<file path="src/rtl/led_blink_ctrl_pkg.sv">
// led_blink_ctrl_pkg: shared state encoding and default widths for the LED blink sequencer
package led_blink_ctrl_pkg;
  localparam int CNT_W_DEF = 29;
  localparam int REP_W_DEF = 4;
  typedef enum logic [1:0] {
    S_IDLE = 2'd0,
    S_ON   = 2'd1,
    S_OFF  = 2'd2
  } state_t;
endpackage

</file>
<file path="src/rtl/led_phase_timer.sv">
// led_phase_timer: phase counter with clear, enable and terminal flag at limit-1
module led_phase_timer #(
  parameter int CNT_W = 29
) (
  input  logic             clk,
  input  logic             rst_n,
  input  logic             clr,
  input  logic             en,
  input  logic [CNT_W-1:0] limit,
  output logic [CNT_W-1:0] count,
  output logic             term
);
  logic [CNT_W-1:0] r_count;
  // counts up while enabled; clear wins so the next phase starts at zero
  always_ff @(posedge clk) begin
    if (!rst_n || clr) r_count <= '0;
    else if (en) r_count <= r_count + CNT_W'(1);
  end
  // equality compare; limit is never zero so limit-1 cannot wrap
  assign term  = r_count == limit - CNT_W'(1);
  assign count = r_count;
endmodule

</file>
<file path="src/rtl/led_blink_ctrl.sv">
// led_blink_ctrl: accepts blink jobs and sequences the LED through ON/OFF phases
module led_blink_ctrl
  import led_blink_ctrl_pkg::*;
#(
  parameter int CNT_W = CNT_W_DEF,
  parameter int REP_W = REP_W_DEF
) (
  input  logic             clk,
  input  logic             rst_n,
  input  logic             cfg_valid,
  output logic             cfg_ready,
  input  logic [CNT_W-1:0] cfg_on_ticks,
  input  logic [CNT_W-1:0] cfg_off_ticks,
  input  logic [REP_W-1:0] cfg_repeat,
  input  logic             abort,
  output logic             led,
  output logic [CNT_W-1:0] count,
  output logic             busy,
  output logic             done
);
  state_t           r_state;
  logic             r_led, r_busy, r_done;
  logic [CNT_W-1:0] r_on, r_off;
  logic [REP_W-1:0] r_rep, r_per;
  logic [CNT_W-1:0] w_limit;
  logic             w_term, w_clr;

  assign w_limit = (r_state == S_ON) ? r_on : r_off;
  assign w_clr   = (r_state == S_IDLE) | abort | w_term;

  led_phase_timer #(.CNT_W(CNT_W)) u_timer (
    .clk   (clk),
    .rst_n (rst_n),
    .clr   (w_clr),
    .en    (r_busy),
    .limit (w_limit),
    .count (count),
    .term  (w_term)
  );

  // job sequencer: latch job on accept, walk ON/OFF phases, count finished periods
  always_ff @(posedge clk) begin
    if (!rst_n) begin
      r_state <= S_IDLE;
      r_led   <= 1'b0;
      r_busy  <= 1'b0;
      r_done  <= 1'b0;
      r_on    <= '0;
      r_off   <= '0;
      r_rep   <= '0;
      r_per   <= '0;
    end else begin
      r_done <= 1'b0;
      case (r_state)
        S_IDLE: if (cfg_valid && !abort) begin
          r_on    <= (cfg_on_ticks == '0) ? CNT_W'(1) : cfg_on_ticks;
          r_off   <= (cfg_off_ticks == '0) ? CNT_W'(1) : cfg_off_ticks;
          r_rep   <= cfg_repeat;
          r_per   <= '0;
          r_state <= S_ON;
          r_led   <= 1'b1;
          r_busy  <= 1'b1;
        end
        S_ON: if (abort) begin
          r_state <= S_IDLE;
          r_led   <= 1'b0;
          r_busy  <= 1'b0;
        end else if (w_term) begin
          r_state <= S_OFF;
          r_led   <= 1'b0;
        end
        S_OFF: if (abort) begin
          r_state <= S_IDLE;
          r_led   <= 1'b0;
          r_busy  <= 1'b0;
        end else if (w_term) begin
          if (r_rep == '0 || r_per < r_rep - REP_W'(1)) begin
            r_state <= S_ON;
            r_led   <= 1'b1;
            if (r_rep != '0) r_per <= r_per + REP_W'(1);
          end else begin
            r_state <= S_IDLE;
            r_busy  <= 1'b0;
            r_done  <= 1'b1;
          end
        end
        default: begin
          r_state <= S_IDLE;
          r_led   <= 1'b0;
          r_busy  <= 1'b0;
        end
      endcase
    end
  end

  assign cfg_ready = r_state == S_IDLE;
  assign led       = r_led;
  assign busy      = r_busy;
  assign done      = r_done;
endmodule
</file>
<file path="config.mk">
export PLATFORM = sky130hd
export DESIGN_NAME = led_blink_ctrl
export DESIGN_NICKNAME = d
export VERILOG_FILES = /design/src/rtl/led_blink_ctrl_pkg.sv /design/src/rtl/led_phase_timer.sv /design/src/rtl/led_blink_ctrl.sv
export SDC_FILE = /design/constraint.sdc
export NUM_CORES = 1
export LEC_CHECK = 0
export BUFFER_PORTS_ARGS = -buffer_cell sky130_fd_sc_hd__buf_2
export CAP_MARGIN = 20
export CORE_MARGIN = 2
export CORE_UTILIZATION = 29
export DETAILED_ROUTE_END_ITERATION = 10
export PLACE_DENSITY = 0.48
export SYNTH_ARGS = -nofsm -noshare
export SYNTH_HDL_FRONTEND = slang
export SYNTH_SLANG_ARGS = --single-unit
</file>
<file path="constraint.sdc">
create_clock -name clk -period 4.7 [get_ports clk]
set_input_delay 0.235 -clock clk [delete_from_list [all_inputs] [get_ports clk]]
set_output_delay 0.235 -clock clk [all_outputs]
set_load 0.01 [all_outputs]
</file>
==> summary.md <==
| Metric | Value |
|---|---|
| Status | finished, final reports clean |
| Reg-to-reg startpoint | r_state[1]$_SDFFE_PN0P_ |
| Final ANT Viol Nets | 0 |
| CP max FO | 16 |
| Final period utilization | 88.81% |
| Final Instance Area | 6957 um2 |
| Multi-input gate area | 3705 um2 |
| Largest vdd supply drop | 0.1838 mV |
| Synth area leaders | dfxtp_1 34%, nand2_1 9.1%, a21boi_0 8.1%, xnor2_1 7.0%, mux2i_1 6.9% |
| Startpoint Class | flip-flop |
| Post-synth EDFFs | 0 |
| Vias in the first global route | 5073 |
| Post-Synthesis Cells | 737 |
| Int Power | 1.452 mW |
| Switch Pwr | 0.5827 mW |
| Cts hold-fix bufs | 0 |
| Synth warn | 0 |
| Seq cells post-synth | 100 |
| DIE WIDTH | 146.8 um |
| Ant diodes | 0 |
| Setup-failing EPs final | 0 |
| Worst slew pin tran | 665.3 ps |
| Hold_sp | cfg_repeat[0] |
| Num rows | 52 |
| Asr flop ratio synth | 0% |
| PortBufs | 98 |
| Most used DFF post-synth | dfxtp_1 |
| Most frequent cells after synthesis | 143 x nand2_1, 100 x dfxtp_1, 79 x nor2_1, 64 x a21boi_0, 47 x xnor2_1 |
| Final core utilization | 34.60% |
| Clk network pwr share | 36.1% |
| HP Class | in -> reg |
| TritonCTS buffer count | 9 |
| Die footprint | 21550 um2 |
| GRT overflow | 0 |
| Syn_area_per_cell | 8.023 um2 |
| Initial DRC count | 241 |
| Clk root buf | clkbuf_16 |
| CP Data Required Time | 4980 ps |
| # H-tree levels | 3 |
| WL final | 17.41 mm |
| Clock buffer depth | 2 |
| Max-slew violation count | 0 |
| GRT Resource Usage Total | 16.58% |
| # clock sinks | 100 |
| Most frequent cell after synthesis | nand2_1 |
| Final Non-Filler Cells | 1094 |
| Power share of the combinational group | 19.1% |
| Total number of vias | 5315 |
| Setup TNS | 0 ps |
| First-pass GRT wire length | 28.08 mm |
| Unique cell type count in the Yosys netlist | 55 |
| Nets | 892 |
| Later-pin clock latency in the skew report | 350 ps |
| DRC | 0 |
| Max-cap viol count | 0 |
| Sw frac | 28.64% |
| Top cell type's share of synthesized area | 33.86% |
| Initial antenna violation count | 0 |
| Pin count of the biggest net entering global routing | 69 |
| Pre-antenna DRT Iters | 5 |
| GPL Wtd Cong | 0.8754 |
| HPWL Detailed | 13.59 mm |
| Number of setup buffers added after CTS | 0 |
| Post-Place Cells | 1077 |
| RSZ-0062 raised after global routing | false |
| Crit. Startpoint | r_state[1]$_SDFFE_PN0P_ |
| Leakage | 2.620 nW |
| Crit Path Class | reg -> reg |
| Area Overhead vs Synth | 17.65% |
| Pwr per Cell Area | 292.5 nW/um2 |
| Post-synthesis net count | 810 |
| TritonCTS clock tree | done |
| Die Ht | 146.8 um |
| Fill count | 2161 |
| Min Tclk post-route | 4174 ps |
| Reg clk slew, reported paths | 70 ps |
| Max Clk Rate | 239.6 MHz |
| Synth area leader | dfxtp_1 |
| CP arrival | 4460 ps |
| Drt wl/cell | 15.91 um |
| Via density | 4.858 |
| Critical Path Sink Type | flip-flop |
| # IOs | 99 |
| Share of power burned in registers | 44.8% |
| Layout cells sized above 1 | 17.23% |
| Setup WS pre-CTS | 596.4 ps |
| Synthesized cell area | 5913 um2 |
| Initial Util | 29.41% |
| Std-Cell Core Area | 20100 um2 |
| Placed cell area | 6645 um2 |
| Clk_skew | 9.524 ps |
| Resize count post-CTS | 0 |
| Fin. Hold Viols | 0 |
| Max-slew headroom | 55.27% |
| Final WS setup | 525.8 ps |
| Register area | 2002 um2 |
| Register area share after synthesis | 33.86% |
path summary, 6_finish.rpt:
| kind | endpoint | slack [ps] | cells after the start |
|---|---|---|---|
| max reg2reg | r_per[3]$_SDFFE_PN0P_ | 530 | 13 |
| min reg2reg | r_off[28]$_SDFFE_PN0P_ | 470 | 2 |
| max | r_per[3]$_SDFFE_PN0P_ | 530 | 13 |
| min | r_rep[0]$_SDFFE_PN0P_ | 120 | 3 |
sequential cells by signal, summed over array words and instances, names as in the netlist:
register       cells
r_state            2
r_rep              4
u_timer.count     29
led                1
r_per              4
busy               1
done               1
r_off             29
r_on              29
layout make-up:
| class | instances | area share (%) |
|---|---|---|
| well taps | 270 | 4.856 |
| inverters | 10 | 0.5396 |
| repair buffers | 107 | 8.381 |
| clock inverters | 2 | 0.2518 |
| multi-input cells | 591 | 53.26 |
| clock buffers | 14 | 3.939 |
| flip-flops and latches | 100 | 28.78 |
worst max-delay path, cell delays in order, from the launching register on:
cell	delay [ps]
dfxtp_1	470
nor2b_2	280
mux2_2	410
inv_2	110
ha_1	300
xnor2_1	170
xnor2_1	130
nand3_1	80
or4_1	540
nor4_2	200
nand4_1	310
or2_1	420
or4_1	530
a21oi_1	150
cells by family (layout without fill, tap and decap cells):
| group | count (synthesis) | after routing | synth area share (%) |
|---|---|---|---|
| adders and majority gates | 7 | 7 | 1.481 |
| xor gates and xnor gates | 70 | 70 | 10.37 |
| DFF | 100 | 100 | 33.86 |
| buffers and inverters | 46 | 133 | 3.703 |
| AOI/OAI and AO/OA | 121 | 121 | 15.00 |
| and+or+nand+nor | 349 | 349 | 28.08 |
| muxes | 44 | 44 | 7.512 |
per-layer routing:
metal	part of all wire (%)	wire [um]	track usage (%)	up-vias
met4	1.6	274	5.194	0
met1	51	8815	23.91	2447
met3	3.8	655	2.609	20
met5	0	0	0	-
met2	44	7664	25.38	105
li1	-	-	-	2743
power by group through the flow:
stage | sequential (mW) | combinational (mW) | clock (mW)
floorplan | 0.916 | 0.282 | 0
global placement | 0.932 | 0.388 | 0
detailed placement | 0.932 | 0.386 | 0
CTS | 0.912 | 0.387 | 0.760
global route | 0.917 | 0.431 | 0.798
finish | 0.912 | 0.388 | 0.735
cells in the final DEF, fill, tap and decap left out, drive strengths merged, types with 22 or more instances in the layout:
cell type,count
dfxtp,100
mux2i,41
a21boi,64
buf,107
nor4,23
nor2,79
xor2,23
nand2,143
nor3,22
xnor2,47
through the flow:
| stage | power, mW | hold slack (ps) |
|---|---|---|
| CTS | 2.059 | 113.8 |
| floorplan | 1.197 | 379.9 |
| detailed placement | 1.317 | 469.4 |
| finish | 2.034 | 124.3 |
| global placement | 1.320 | 463.8 |
| global route | 2.145 | 134.7 |
No activity file was read; power rests on OpenSTA's default activity.
